### src/rtl/seq_comparator_if.sv
// Handshake and operand/result bundle for the serial magnitude comparator.
// The master drives requests; the slave (the comparator) returns status and flags.
interface seq_comparator_if #(
    parameter int WIDTH = 8
);
    logic             start;
    logic             signed_mode;
    logic [WIDTH-1:0] a;
    logic [WIDTH-1:0] b;
    logic             busy;
    logic             done;
    logic             greater;
    logic             lesser;
    logic             equal;

    modport master (
        output start, signed_mode, a, b,
        input  busy, done, greater, lesser, equal
    );

    modport slave (
        input  start, signed_mode, a, b,
        output busy, done, greater, lesser, equal
    );
endinterface

### src/rtl/seq_comparator.sv
// Multi-cycle MSB-first magnitude comparator, DIGIT bits per cycle, with an
// optional two's-complement mode folded onto the unsigned datapath.
module seq_comparator #(
    parameter int WIDTH = 8,
    parameter int DIGIT = 2
) (
    input  logic              clk,
    input  logic              rst,
    seq_comparator_if.slave   cmp
);
    localparam int N  = WIDTH / DIGIT;
    localparam int CW = (N > 1) ? $clog2(N) : 1;

    typedef enum logic [1:0] {
        IDLE = 2'd0,
        BUSY = 2'd1,
        DONE = 2'd2
    } state_t;

    state_t           state_q, state_d;
    logic [WIDTH-1:0] opA_q, opA_d;
    logic [WIDTH-1:0] opB_q, opB_d;
    logic [CW-1:0]    count_q, count_d;
    logic             decided_q, decided_d;
    logic             gt_q, gt_d;
    logic             busy_q, busy_d;
    logic             done_q, done_d;
    logic             greater_q, greater_d;
    logic             lesser_q, lesser_d;
    logic             equal_q, equal_d;

    logic [DIGIT-1:0] digitA, digitB;
    logic [WIDTH-1:0] msbMask;

    assign digitA  = opA_q[WIDTH-1 -: DIGIT];
    assign digitB  = opB_q[WIDTH-1 -: DIGIT];
    // Flipping both sign bits maps two's complement onto offset binary, so the
    // unsigned digit compare orders signed operands correctly.
    assign msbMask = {cmp.signed_mode, {(WIDTH-1){1'b0}}};

    always_ff @(posedge clk or posedge rst) begin
        if (rst) begin
            state_q   <= IDLE;
            opA_q     <= '0;
            opB_q     <= '0;
            count_q   <= '0;
            decided_q <= 1'b0;
            gt_q      <= 1'b0;
            busy_q    <= 1'b0;
            done_q    <= 1'b0;
            greater_q <= 1'b0;
            lesser_q  <= 1'b0;
            equal_q   <= 1'b0;
        end else begin
            state_q   <= state_d;
            opA_q     <= opA_d;
            opB_q     <= opB_d;
            count_q   <= count_d;
            decided_q <= decided_d;
            gt_q      <= gt_d;
            busy_q    <= busy_d;
            done_q    <= done_d;
            greater_q <= greater_d;
            lesser_q  <= lesser_d;
            equal_q   <= equal_d;
        end
    end

    // Status outputs trail the state by one edge so busy/done/flags stay registered.
    always_comb begin
        state_d   = state_q;
        opA_d     = opA_q;
        opB_d     = opB_q;
        count_d   = count_q;
        decided_d = decided_q;
        gt_d      = gt_q;
        busy_d    = (state_q == BUSY);
        done_d    = (state_q == DONE);
        greater_d = greater_q;
        lesser_d  = lesser_q;
        equal_d   = equal_q;

        case (state_q)
            BUSY: begin
                if (!decided_q && (digitA != digitB)) begin
                    decided_d = 1'b1;
                    gt_d      = (digitA > digitB);
                end
                opA_d   = opA_q << DIGIT;
                opB_d   = opB_q << DIGIT;
                count_d = count_q + CW'(1);
                if (count_q == CW'(N - 1)) begin
                    state_d = DONE;
                end
            end
            IDLE, DONE: begin
                if (state_q == DONE) begin
                    greater_d = decided_q & gt_q;
                    lesser_d  = decided_q & ~gt_q;
                    equal_d   = ~decided_q;
                end
                if (cmp.start) begin
                    state_d   = BUSY;
                    opA_d     = cmp.a ^ msbMask;
                    opB_d     = cmp.b ^ msbMask;
                    count_d   = '0;
                    decided_d = 1'b0;
                    gt_d      = 1'b0;
                end else begin
                    state_d = IDLE;
                end
            end
            default: begin
                state_d = IDLE;
            end
        endcase
    end

    assign cmp.busy    = busy_q;
    assign cmp.done    = done_q;
    assign cmp.greater = greater_q;
    assign cmp.lesser  = lesser_q;
    assign cmp.equal   = equal_q;
endmodule

### src/flat_wrapper.sv
// flat-port wrapper written by rule: the top's interface ports become plain ports
module seq_comparator_flat 
#(
    parameter int WIDTH = 8,
    parameter int DIGIT = 2
)
  (clk, rst, cmp_start, cmp_signed_mode, cmp_a, cmp_b, cmp_busy, cmp_done, cmp_greater, cmp_lesser, cmp_equal);
  seq_comparator_if #(.WIDTH(WIDTH)) cmp_i ();
  input  logic clk;
  input  logic rst;
  input wire logic [$bits(cmp_i.start)-1:0] cmp_start;
  input wire logic [$bits(cmp_i.signed_mode)-1:0] cmp_signed_mode;
  input wire logic [$bits(cmp_i.a)-1:0] cmp_a;
  input wire logic [$bits(cmp_i.b)-1:0] cmp_b;
  output wire logic [$bits(cmp_i.busy)-1:0] cmp_busy;
  output wire logic [$bits(cmp_i.done)-1:0] cmp_done;
  output wire logic [$bits(cmp_i.greater)-1:0] cmp_greater;
  output wire logic [$bits(cmp_i.lesser)-1:0] cmp_lesser;
  output wire logic [$bits(cmp_i.equal)-1:0] cmp_equal;
  assign cmp_i.start = cmp_start;
  assign cmp_i.signed_mode = cmp_signed_mode;
  assign cmp_i.a = cmp_a;
  assign cmp_i.b = cmp_b;
  assign cmp_busy = cmp_i.busy;
  assign cmp_done = cmp_i.done;
  assign cmp_greater = cmp_i.greater;
  assign cmp_lesser = cmp_i.lesser;
  assign cmp_equal = cmp_i.equal;
  seq_comparator #(.WIDTH(WIDTH), .DIGIT(DIGIT)) u_core (.clk(clk), .rst(rst), .cmp(cmp_i));
endmodule
### config.mk
export PLATFORM = sky130hd
export DESIGN_NAME = seq_comparator_flat
export DESIGN_NICKNAME = d
export VERILOG_FILES = /design/src/rtl/seq_comparator_if.sv /design/src/rtl/seq_comparator.sv /design/src/flat_wrapper.sv
export SDC_FILE = /design/constraint.sdc
export NUM_CORES = 1
export LEC_CHECK = 0
export CORE_ASPECT_RATIO = 0.5
export CORE_MARGIN = 8
export CORE_UTILIZATION = 30
export CTS_BUF_LIST = sky130_fd_sc_hd__clkbuf_8
export CTS_CLUSTER_DIAMETER = 80
export DETAILED_ROUTE_END_ITERATION = 12
export PLACE_DENSITY = 0.54
export REMOVE_ABC_BUFFERS = 1
export SKIP_CTS_REPAIR_TIMING = 1
export SYNTH_ARGS = -nofsm -noshare
export SYNTH_HDL_FRONTEND = slang
export SYNTH_SLANG_ARGS = --single-unit
### constraint.sdc
create_clock -name clk -period 1.76 [get_ports clk]
set_input_delay 0.352 -clock clk [delete_from_list [all_inputs] [get_ports clk]]
set_output_delay 0.352 -clock clk [all_outputs]
set_load 0.02 [all_outputs]
==> run_results.csv, run 1 <==
group,metric,value,unit
route,dr_total_vias,850,
floorplanning,initial_core_util,0.319,
worst_setup_path,crit_path_max_incr_delay,0.60,ns
route,drc,0,
cells_and_area,antenna_cells,0,
sta,finalMaxSlewViolations,0,
sta,final.setup.tns,0,ns
floorplanning,die_width,108,um
grt,grt_max_degree,28,
worst_setup_path,cp_cell_sequence,"clkdlybuf4s50_1",
min_path,min_path_type,"input port to asynchronous set/reset pin",
route,first_iter_violations,17,
pwr,p_per_area,1680,nW/um2
sta,finalCriticalPeriod,1.58,ns
worst_setup_path,cp_max_fo,2,
flow_run,maxCapViolCount,0,
floorplanning,rows,16,
sta,clock.fmax,634,MHz
clocking,tritoncts,"yes",
pwr,vdd_ir_drop_max,0.552,mV
synthesis,syn_area,1280,um2
route,avgRoutedWirePerCell,12.8,um
run_status,status,"finished, final reports clean",
clocking,htreeDepth,1,
floorplanning,core,4000,um2
worst_setup_path,critPathSlowestCell,"clkdlybuf4s50_1",
clocking,clock-sinks,27,
synthesis,synth_top_cell_by_area,"dfrtp_1",
grt,antenna_found_initial,0,
cells_and_area,fin_nets,156,
synthesis,synth_cell_types,26,
grt,grt.total_usage,0.0734,
cells_and_area,fin_util,0.400,
grt,grt_pass1_vias,856,
worst_setup_path,start_kind,"register",
route,ant_nets,0,
pwr,p_leak,0.730,nW
worst_setup_path,critPathTopFamily,"buffers and inverters",
synthesis,ys_seq_area_frac,0.528,
worst_setup_path,worstSetupPathType,"register to primary output",
floorplanning,io_pins,25,
sta,setup_viol,0,
synthesis,avgSynthCellArea,12.0,um2
pwr,finalPower,0.00269,W
route,dr.pass1.iters,3,
clocking,clockRootBuffer,"clkbuf_8",
clocking,clkTransAtPathRegs,0.09,ns
synthesis,synth_top_area_frac,0.528,
placed_design,hpwl,1760,um
synthesis,ys_ff_latch,27,
clocking,cts_buffers,3,
worst_setup_path,worstPathRequired,1.41,ns
synthesis,synth_warnings,0,
worst_setup_path,endpoint_kind,"primary output",
grt,grt_pass1_wl,4010,um
route,drt-total-wl,2390,um
floorplanning,die-area,6730,um2
sta,rsz0062_at_grt,"no",
clocking,clk_latency,0.27,ns
synthesis,ys_top_cells_by_area,"dfrtp_1, mux2i_1, o21ai_2, nand3_1, a22o_1",
worst_setup_path,path_buf_inv,1,
sta,maxSlewHeadroom,0.718,
synthesis,synthCells,107,
cells_and_area,area_growth,25.2,%
sta,final_hold_viol_count,0,
route,viasPerCell,4.57,
worst_setup_path,arrival,1.23,ns
sta,finalClockSkew,0.00130,ns
sta,period_share,0.897,
placed_design,gp_congestion,0.703,
clocking,cts_buffer_depth,2,
floorplanning,fp.dieH,62.2,um
cells_and_area,drive_gt1_frac,0.167,
sta,tightestPinTransition,0.424,ns
grt,gr-total-overflow,0,
placed_design,portBuffers,24,
per-layer routing:
layer / GRT usage / vias to the layer above / wire length (um)
met2: 0.113 / 16 / 1080
li1: - / 430 / -
met1: 0.0904 / 402 / 1120
met4: 0.0254 / 0 / 27
met3: 0.0288 / 2 / 162
met5: 0 / - / 0
flip-flops by register name, summed over array words and instances, names as in the netlist, 2 cells and up:
name / flops
u_core.opA_q: 8
u_core.opB_q: 8
u_core.count_q: 2
u_core.state_q: 2
report_power, final:
part | total, W | internal, W | switching [W] | leakage (nW)
Combinational | 0.00126 | 0.000590 | 0.000671 | 0.363
Sequential | 0.00107 | 0.000896 | 0.000177 | 0.342
Clock | 0.000352 | 0.000159 | 0.000193 | 0.0255
worst register-to-register path, stage by stage, from the launching register on:
cell      delay, ns
dfrtp_1        0.59
nand2b_1       0.43
buf_4          0.24
nand2_1        0.06
mux2i_1        0.13
final cells by class:
| class | instances | area, um2 |
|---|---|---|
| Fill cell | 420 | 2400 |
| Sequential cell | 27 | 676 |
| Multi-Input combinational cell | 69 | 528 |
| Timing Repair Buffer | 27 | 263 |
| Tap cell | 54 | 67.6 |
| Clock buffer | 3 | 41.3 |
| Inverter | 5 | 21.3 |
| Clock inverter | 1 | 5.00 |
metrics by stage:
| stage | instance area [um2] | cells | hold WS [ns] | setup slack, ns |
|---|---|---|---|---|
| final | 1600 | 186 | 0.433 | 0.182 |
| after global routing | 1600 | 186 | 0.474 | 0.109 |
| after CTS | 1600 | 186 | 0.451 | 0.160 |
| after detailed placement | 1560 | 182 | 0.474 | 0.108 |
| after global placement | 1560 | 182 | 0.468 | 0.107 |
| after floorplan | 1220 | 101 | 0.405 | 0.139 |
placed cells by master (no fill, tap or decap), types with 3 or more instances in the layout:
cell / count
inv_1: 3
o21ai_1: 5
dfrtp_1: 27
a22o_1: 5
ha_1: 3
nand3_1: 11
buf_4: 3
nand2_1: 8
mux2i_1: 11
o21ai_2: 10
clkbuf_8: 3
clkdlybuf4s50_1: 24
nand2b_1: 3
cells by family after synthesis:
| family | synth area share |
|---|---|
| compound gates | 0.144 |
| xor+xnor | 0.0137 |
| simple gates | 0.140 |
| mux | 0.0861 |
| buf+inv | 0.0587 |
| flops | 0.528 |
| fa+ha+maj | 0.0294 |
cells in the mapped netlist (all sizes together):
cell and count:
o21ai 15, buf 5, o211ai 1, nand3 11, nand2b 4, and2 1, clkbuf 1, xnor2 2
nor2b 2, a22o 5, a221o 2, nand2 8, ha 3, mux2i 11, nand3b 1, dfrtp 27
inv 5, nor2 3
worst paths after layout:
check,start,end,slack [ns],cells after the start
max in group asynchronous,rst,u_core.opA_q[1],1.07,3
setup reg to reg,u_core.state_q[0],u_core.gt_q,0.25,4
hold / removal,rst,u_core.cmp.busy,0.43,3
min in group clk,u_core.cmp.greater,u_core.cmp.greater,0.49,2
setup / recovery,u_core.cmp.lesser,cmp_lesser,0.18,1
hold reg to reg,u_core.cmp.greater,u_core.cmp.greater,0.49,2
(Power assumes the default switching activity.)
==> inputs of run 2 (changes only) <==
==> constraint.sdc (replaced) <==
create_clock -name clk -period 1.8 [get_ports clk]
set_input_delay 0.36 -clock clk [delete_from_list [all_inputs] [get_ports clk]]
set_output_delay 0.36 -clock clk [all_outputs]
set_load 0.02 [all_outputs]
==> run_results.csv, run 2 (same netlist as run 1, synthesis figures left out) <==
group,metric,value,unit
run_status,status,"finished, final reports clean",
clocking,clk_latency,0.27,ns
sta,finalClockSkew,0.00354,ns
floorplanning,die_width,108,um
placed_design,hpwl,1770,um
worst_setup_path,crit_end,"cmp_lesser",
worst_setup_path,cp_max_fo,2,
worst_setup_path,crit_start,"u_core.cmp.lesser",
grt,grt.total_usage,0.0781,
cells_and_area,fillers,401,
clocking,clkTransAtPathRegs,0.09,ns
cells_and_area,fin_nets,157,
cells_and_area,largest_registers,"u_core.opA_q x8, u_core.opB_q x8",
sta,fin_ws,0.214,ns
worst_setup_path,endpoint_kind,"primary output",
flow_run,maxCapViolCount,0,
sta,final.setup.tns,0,ns
worst_setup_path,path_buf_inv,1,
pwr,p_leak,0.735,nW
worst_setup_path,worstSetupPathType,"register to primary output",
pwr,vdd_ir_drop_max,0.361,mV
placed_design,gp_congestion,0.684,
worst_setup_path,cp_cell_sequence,"clkdlybuf4s50_1",
grt,gr-total-overflow,0,
clocking,cts_buffer_depth,2,
route,viasPerCell,4.53,
placed_design,pre_cts_ws,0.149,ns
worst_setup_path,crit_cells,1,
route,first_iter_violations,29,
route,dr.pass1.iters,4,
floorplanning,die-area,6730,um2
sta,clock.fmax,630,MHz
route,ant_nets,0,
pwr,finalPower,0.00264,W
min_path,min_path_type,"input port to asynchronous set/reset pin",
clocking,tritoncts,"yes",
worst_setup_path,worstPathRequired,1.44,ns
worst_setup_path,critPathTopFamily,"buffers and inverters",
floorplanning,io_pins,25,
clocking,cts_buffers,3,
worst_setup_path,worstReg2RegEnd,"u_core.gt_q",
sta,tightestPinTransition,0.369,ns
grt,grt_max_degree,28,
worst_setup_path,arrival,1.23,ns
grt,antenna_found_initial,0,
route,dr_total_vias,848,
cells_and_area,area_growth,25.8,%
cells_and_area,final_cell_mix,"dfrtp_1, clkdlybuf4s50_1, mux2i_1, nand3_1, o21ai_2",
worst_setup_path,crit_path_max_incr_delay,0.60,ns
sta,worst_hold_slack,0.443,ns
cells_and_area,final_common_cell,"dfrtp_1",
sta,final_hold_viol_count,0,
clocking,clockRootBuffer,"clkbuf_8",
sta,finalMaxSlewViolations,0,
floorplanning,rows,16,
clocking,htreeDepth,1,
floorplanning,core,4000,um2
pwr,p_per_area,1640,nW/um2
grt,grt_pass1_vias,868,
route,drc,0,
cells_and_area,drive_gt1_frac,0.173,
sta,maxSlewHeadroom,0.754,
clocking,clock-sinks,27,
worst_setup_path,crit-reg2reg-launch,"u_core.state_q[0]",
floorplanning,initial_core_util,0.319,
sta,rsz0062_at_grt,"no",
sta,finalCriticalPeriod,1.59,ns
route,avgRoutedWirePerCell,12.9,um
worst_setup_path,worstRegToRegCells,4,
worst_setup_path,critPathSlowestCell,"clkdlybuf4s50_1",
worst_setup_path,regToRegSetupSlack,0.37,ns
worst_setup_path,start_kind,"register",
sta,period_share,0.881,
route,drt-total-wl,2410,um
sta,setup_viol,0,
placed_design,portBuffers,24,
grt,grt_pass1_wl,4300,um
cells_and_area,antenna_cells,0,
floorplanning,fp.dieH,62.2,um
run 2: worst min-delay path by stage:
| stage | startpoint | endpoint | slack, ns |
|---|---|---|---|
| detailed placement | u_core.cmp.equal | u_core.cmp.equal | 0.47 |
| global placement | u_core.cmp.equal | u_core.cmp.equal | 0.47 |
| global route | rst | u_core.cmp.busy | 0.48 |
| floorplan | rst | u_core.cmp.busy | 0.41 |
| CTS | rst | u_core.cmp.busy | 0.45 |
| finish | rst | u_core.cmp.busy | 0.44 |
run 2: layer usage:
| metal | track usage | up-vias | part of all wire | routed length (um) |
|---|---|---|---|---|
| li1 | - | 432 | - | - |
| met1 | 0.103 | 400 | 0.50 | 1200 |
| met2 | 0.113 | 14 | 0.43 | 1040 |
| met3 | 0.0298 | 2 | 0.060 | 144 |
| met4 | 0.0254 | 0 | 0.011 | 27 |
| met5 | 0 | - | 0 | 0 |
run 2: power by group:
| part | internal [W] | leakage, nW | switching, W |
|---|---|---|---|
| registers | 0.000877 | 0.342 | 0.000173 |
| logic | 0.000591 | 0.368 | 0.000661 |
| clock network | 0.000155 | 0.0255 | 0.000182 |
run 2: stage by stage:
step	std cells	instance area [um2]	utilization
after floorplan	101	1220	-
after global placement	183	1560	0.390
after detailed placement	183	1560	0.390
after CTS	187	1610	0.402
after global routing	187	1610	0.402
final	187	1610	0.402
run 2: area by class of cell:
| type | instances | area, um2 | area share |
|---|---|---|---|
| Tap cell | 54 | 67.6 | 0.0420 |
| Multi-Input combinational cell | 69 | 528 | 0.328 |
| Inverter | 5 | 21.3 | 0.0132 |
| Timing Repair Buffer | 28 | 270 | 0.168 |
| Clock inverter | 1 | 5.00 | 0.00311 |
| Sequential cell | 27 | 676 | 0.420 |
| Clock buffer | 3 | 41.3 | 0.0257 |
==> variant 1: new RTL, settings of run 2 <==
Reset style: synchronous (`rst`), changed in one clocked block.
--- a/src/rtl/seq_comparator.sv
+++ b/src/rtl/seq_comparator.sv
@@ -38,7 +38,7 @@
     // unsigned digit compare orders signed operands correctly.
     assign msbMask = {cmp.signed_mode, {(WIDTH-1){1'b0}}};
 
-    always_ff @(posedge clk or posedge rst) begin
+    always_ff @(posedge clk) begin
         if (rst) begin
             state_q   <= IDLE;
             opA_q     <= '0;
Check against the original RTL: differs if rst is asserted again (counterexample within 4 cycles, from zero or initial values and one cycle with rst high); with rst held inactive, the same outputs for 10 cycles.
==> variant 1 against run 2 <==
Worst setup slack improved by 6.5 ps; largest cell class is now multi-input combinational cells; count of clock-buffer cells in the layout did not move; die area rose by 7.6%; synthesized area rose by 9.6%; sequential cell count did not move; synthesized cell count rose by 25%; clock skew barely moved; wire length rose by 25%; via count rose by 24%; cell area rose by 7.2%.
Power is not compared: it rests on default switching activity, and its combinational part moved more than twofold at a synthesized area within 25%.
==> variant 1: results (changes against run 2) <==
* Status: completed (unchanged)
* CTS Root Cell: clkbuf_8 (unchanged)
* Insertion delay to the later sink of the worst-skew pair at 280 ps
* Diode count at 0 (unchanged)
* Met1 usage at 10.1% (was 10.3%)
* Placer Congestion at 0.779 (was 0.684)
* Total Wirelength at 3000 um (was 2410 um)
* Max Root-Sink Buffers at 2 (unchanged)
* Post-synthesis xor/xnor area fraction at 1.25% (was 1.37%)
* Worst Hold Depth at 2
* Slowest-stage cell, CP: clkdlybuf4s50_1 (unchanged)
* Setup TNS at 0 ps (unchanged)
* Via count at 1050 (was 848)
* Hold path start: u_core.cmp.lesser$_SDFFE_PP0P_
* Hold Path Class: reg2reg (was in2async)
* CTS clk-pin slew, worst paths at 90 ps (about the same)
* Crit-path max FO at 2 (unchanged)
* Top cells by count, synth: 27 x dfxtp_1, 16 x mux2i_1, 10 x nor3_2 (was 27 x dfrtp_1, 11 x mux2i_1, 11 x nand3_1)
* Synth warn at 0 (unchanged)
* Total GRT Usage at 8.77% (was 7.81%)
* Pwr Total at 1.31 mW
* Wire length on met1 at 1460 um (was 1200 um)
* Crit path to: cmp_greater (was cmp_lesser)
* Unique cell type count in the Yosys netlist at 36 (was 26)
* Met3 routed WL at 82 um (was 144 um)
* Sequential fraction of the synthesis area at 38.6% (was 52.8%)
* Regs by FF count: u_core.opA_q (8), u_core.opB_q (8) (unchanged)
* Register-to-Register Path Depth at 3 (was 4)
* GR Layer Usage met3 at 2.15% (was 2.98%)
* VDD IR-drop max at 0.000268 V
* FFs w/ async S/R, synth at 0% (was 100%)
* CP Launch Point: u_core.cmp.greater$_SDFFE_PP0P_ (was u_core.cmp.lesser$_DFFE_PP0P_)
* CP arrival at 1220 ps
* Delay-heaviest family, CP: buffers and inverters (unchanged)
* Initial DRC Count at 26 (was 29)
* Mux cell area share after synthesis at 12.2% (was 8.61%)
* Primary FF master, synth: dfxtp_1 (was dfrtp_1)
* Worst Max-Slew Pin Slew at 456 ps (was 369 ps)
* GR Util met2 at 15.5% (was 11.3%)
* Skew final at 3.76 ps (was 3.54 ps)
* Worst hold slack at 458 ps (was 443 ps)
* Dpl hpwl at 2240 um (was 1770 um)
* Vias in the first global route at 1154 (was 868)
* Combinational share of power at 21.4%
* Reg2reg start: u_core.state_q[0]$_SDFFE_PP0P_ (was u_core.state_q[0]$_DFFE_PP0P_)
* Largest net degree at the start of global routing at 15 (was 28)
* Synth Area in Compound Gates at 16.3% (was 14.4%)
* Top cells by area, synth: dfxtp_1 39%, mux2i_1 11%, nor3_2 7.1% (was dfrtp_1 53%, mux2i_1 8.6%, o21ai_2 6.8%)
* Share of cells above drive strength 1 at 21.1% (was 17.3%)
* DR top layer: met4 (unchanged)
* First-pass GRT wire length at 5290 um (was 4300 um)
* R2r endpoint: u_core.opB_q[6]$_SDFFE_PP0P_ (was u_core.gt_q$_DFFE_PP0P_)
* Routed wl met2 at 1400 um (was 1040 um)
* Adder-cell share of the synthesized area at 2.68% (was 2.94%)
* Post-layout nets at 185 (was 157)
* Count of input and output buffers at 24 (unchanged)
variant 1: cell types whose count changed in the layout (fill, tap and decap cells not counted), moves of 5 or more:
cell / delta
dfrtp_1: -27
nand2_1: -5
dfxtp_1: +27
o21ai_1: -5
a211oi_1: +8
nor2_1: +7
a211oi_2: +5
mux2i_1: +5
o21ai_2: -10
nor3_2: +10
a22o_1: -5
variant 1: stage by stage:
| stage | setup WS [ps] | area [um^2] | util, % | instances |
|---|---|---|---|---|
| global route | 154 | 1730 | 38.8 | 218 |
| detailed placement | 218 | 1680 | 37.8 | 214 |
| global placement | 260 | 1680 | 37.8 | 214 |
| floorplan | 126 | 1310 | - | 125 |
| CTS | 204 | 1730 | 38.8 | 218 |
| finish | 220 | 1730 | 38.8 | 218 |
variant 1: final cells by class:
type                            instances  area (um^2)
Multi-Input combinational cell         93          749
Sequential cell                        27          541
Inverter                                5         18.8
Clock inverter                          1         3.75
Timing Repair Buffer                   32          300
Tap cell                               57         71.3
Fill cell                             447         2720
Clock buffer                            3         41.3
==> variant 2: new RTL, config.mk and constraints of run 2 <==
Made on the original files. `WIDTH` is set to 8 in 3 places; all go to 16.
--- a/src/rtl/seq_comparator_if.sv
+++ b/src/rtl/seq_comparator_if.sv
@@ -1,7 +1,7 @@
 // Handshake and operand/result bundle for the serial magnitude comparator.
 // The master drives requests; the slave (the comparator) returns status and flags.
 interface seq_comparator_if #(
-    parameter int WIDTH = 8
+    parameter int WIDTH = 16
 );
     logic             start;
     logic             signed_mode;
--- a/src/rtl/seq_comparator.sv
+++ b/src/rtl/seq_comparator.sv
@@ -1,7 +1,7 @@
 // Multi-cycle MSB-first magnitude comparator, DIGIT bits per cycle, with an
 // optional two's-complement mode folded onto the unsigned datapath.
 module seq_comparator #(
-    parameter int WIDTH = 8,
+    parameter int WIDTH = 16,
     parameter int DIGIT = 2
 ) (
     input  logic              clk,
--- a/src/flat_wrapper.sv
+++ b/src/flat_wrapper.sv
@@ -1,7 +1,7 @@
 // flat-port wrapper written by rule: the top's interface ports become plain ports
 module seq_comparator_flat 
 #(
-    parameter int WIDTH = 8,
+    parameter int WIDTH = 16,
     parameter int DIGIT = 2
 )
   (clk, rst, cmp_start, cmp_signed_mode, cmp_a, cmp_b, cmp_busy, cmp_done, cmp_greater, cmp_lesser, cmp_equal);
Interface: changed (resized cmp_a and cmp_b); port bits go from 25 to 41. The function was not compared with the original's and may differ.
==> variant 2 against run 2 <==
Total power up 61%; cell area up 67%; final cell count up 70%; sequential cell count up 17; clock power up 120%; utilization up 0.67 points; first-iteration DRC count rose to 3.6 times the old value; worst setup slack worse by 36 ps; synthesized area up 57%; wire length up 83%; critical path type unchanged; highest routed layer unchanged.
==> variant 2: results (changes against run 2) <==
* CTS clk-pin slew, worst paths at 80 ps
* Vias in the first global route at 1594 (was 868)
* First-pass GRT wire length at 7740 um (was 4300 um)
* Placer Congestion at 0.670 (was 0.684)
* Wire length on met1 at 2050 um (was 1200 um)
* Sequential fraction of the synthesis area at 55.0% (was 52.8%)
* DR WL/cell at 13.9 um (was 12.9 um)
* Skew final at 4.73 ps (was 3.54 ps)
* TritonCTS Buffers at 5 (was 3)
* Total Wirelength at 4400 um (was 2410 um)
* Pleak at 1.24 nW (was 0.735 nW)
* Sw Ratio at 36.2% (was 38.5%)
* Met3 routed WL at 172 um (was 144 um)
* Via count at 1506 (was 848)
* Total GRT Usage at 9.82% (was 7.81%)
* GR Layer Usage met3 at 2.80% (was 2.98%)
* Clock group at 0.749 mW (was 0.337 mW)
* Share of power burned in registers at 38.9% (was 39.8%)
* Setup Slack @ Placement at 70.9 ps (was 149 ps)
* CP arrival at 1260 ps (was 1230 ps)
* Routed wl met2 at 2110 um (was 1040 um)
* CTS Root Cell: clkbuf_8 (unchanged)
* Insertion delay to the later sink of the worst-skew pair at 300 ps (was 270 ps)
* Initial DRC Count at 104 (was 29)
* FFs w/ async S/R, synth at 100% (unchanged)
* Pwr Total at 4.25 mW (was 2.64 mW)
* Regs by FF count: u_core.opA_q (16), u_core.opB_q (16), u_core.count_q (3) (was u_core.opA_q (8), u_core.opB_q (8))
* VDD IR-drop max at 0.000539 V (was 0.000361 V)
* Count of input and output buffers at 40 (was 24)
* Dpl hpwl at 3110 um (was 1770 um)
* Placed cell area at 2580 um^2 (was 1560 um^2)
* H-Tree Depth at 2 (was 1)
* Unique cell type count in the Yosys netlist at 24 (was 26)
* Slew margin rel. at 70.6% (was 75.4%)
* Top cells by area, synth: dfrtp_1 55%, mux2i_1 13%, o21ai_1 7.7% (was dfrtp_1 53%, mux2i_1 8.6%, o21ai_2 6.8%)
* GR Util met2 at 16.8% (was 11.3%)
* Largest net degree at the start of global routing at 33 (was 28)
* Fillcell total at 662 (was 401)
* Met1 usage at 11.5% (was 10.3%)
* Status: completed (unchanged)
* Dpl cells at 309 (was 183)
variant 2: changes by cell type in the layout (fill, tap and decap cells not counted), moves of 2 or more:
cell / before / now
o21ai_1: 5 / 31
clkbuf_8: 3 / 5
inv_2: 1 / 3
o21ai_2: 10 / 0
clkdlybuf4s50_1: 24 / 40
mux2i_1: 11 / 27
nand3_1: 11 / 27
buf_12: 0 / 5
dfrtp_1: 27 / 44
variant 2: path summary, 6_finish.rpt:
kind / from / to / slack [ps] / depth (start not counted)
min in group clk: u_core.cmp.greater$_DFFE_PP0P_ / u_core.cmp.greater$_DFFE_PP0P_ / 490 / 2
setup reg to reg: u_core.state_q[0]$_DFFE_PP0P_ / u_core.opB_q[11]$_DFFE_PP0P_ / 350 / 5
hold reg to reg: u_core.cmp.greater$_DFFE_PP0P_ / u_core.cmp.greater$_DFFE_PP0P_ / 490 / 2
max in group asynchronous: rst / u_core.opB_q[3]$_DFFE_PP0P_ / 990 / 3
setup / recovery: u_core.cmp.lesser$_DFFE_PP0P_ / cmp_lesser / 180 / 1
hold / removal: rst / u_core.opB_q[6]$_DFFE_PP0P_ / 390 / 2
variant 2: logic make-up after synthesis:
group | after synthesis | synth area share (%)
adder cells (fa/ha/maj) | 4 | 2.50
multiplexers | 27 | 13.5
XOR/XNOR | 2 | 0.875
AND/OR/NAND/NOR | 46 | 11.9
flip-flops | 44 | 55.0
AO/OA/AOI/OAI | 40 | 11.7
buffers and inverters | 17 | 4.56
variant 2: final cells by class:
cell class / count / area [um^2] / share of cell area (%)
clock buffers: 5 / 68.8 / 2.56
clock inverters: 3 / 38.8 / 1.45
inverters: 5 / 18.8 / 0.699
multi-input cells: 119 / 811 / 30.2
flip-flops and latches: 44 / 1100 / 41.0
well taps: 92 / 115 / 4.29
repair buffers: 49 / 531 / 19.8
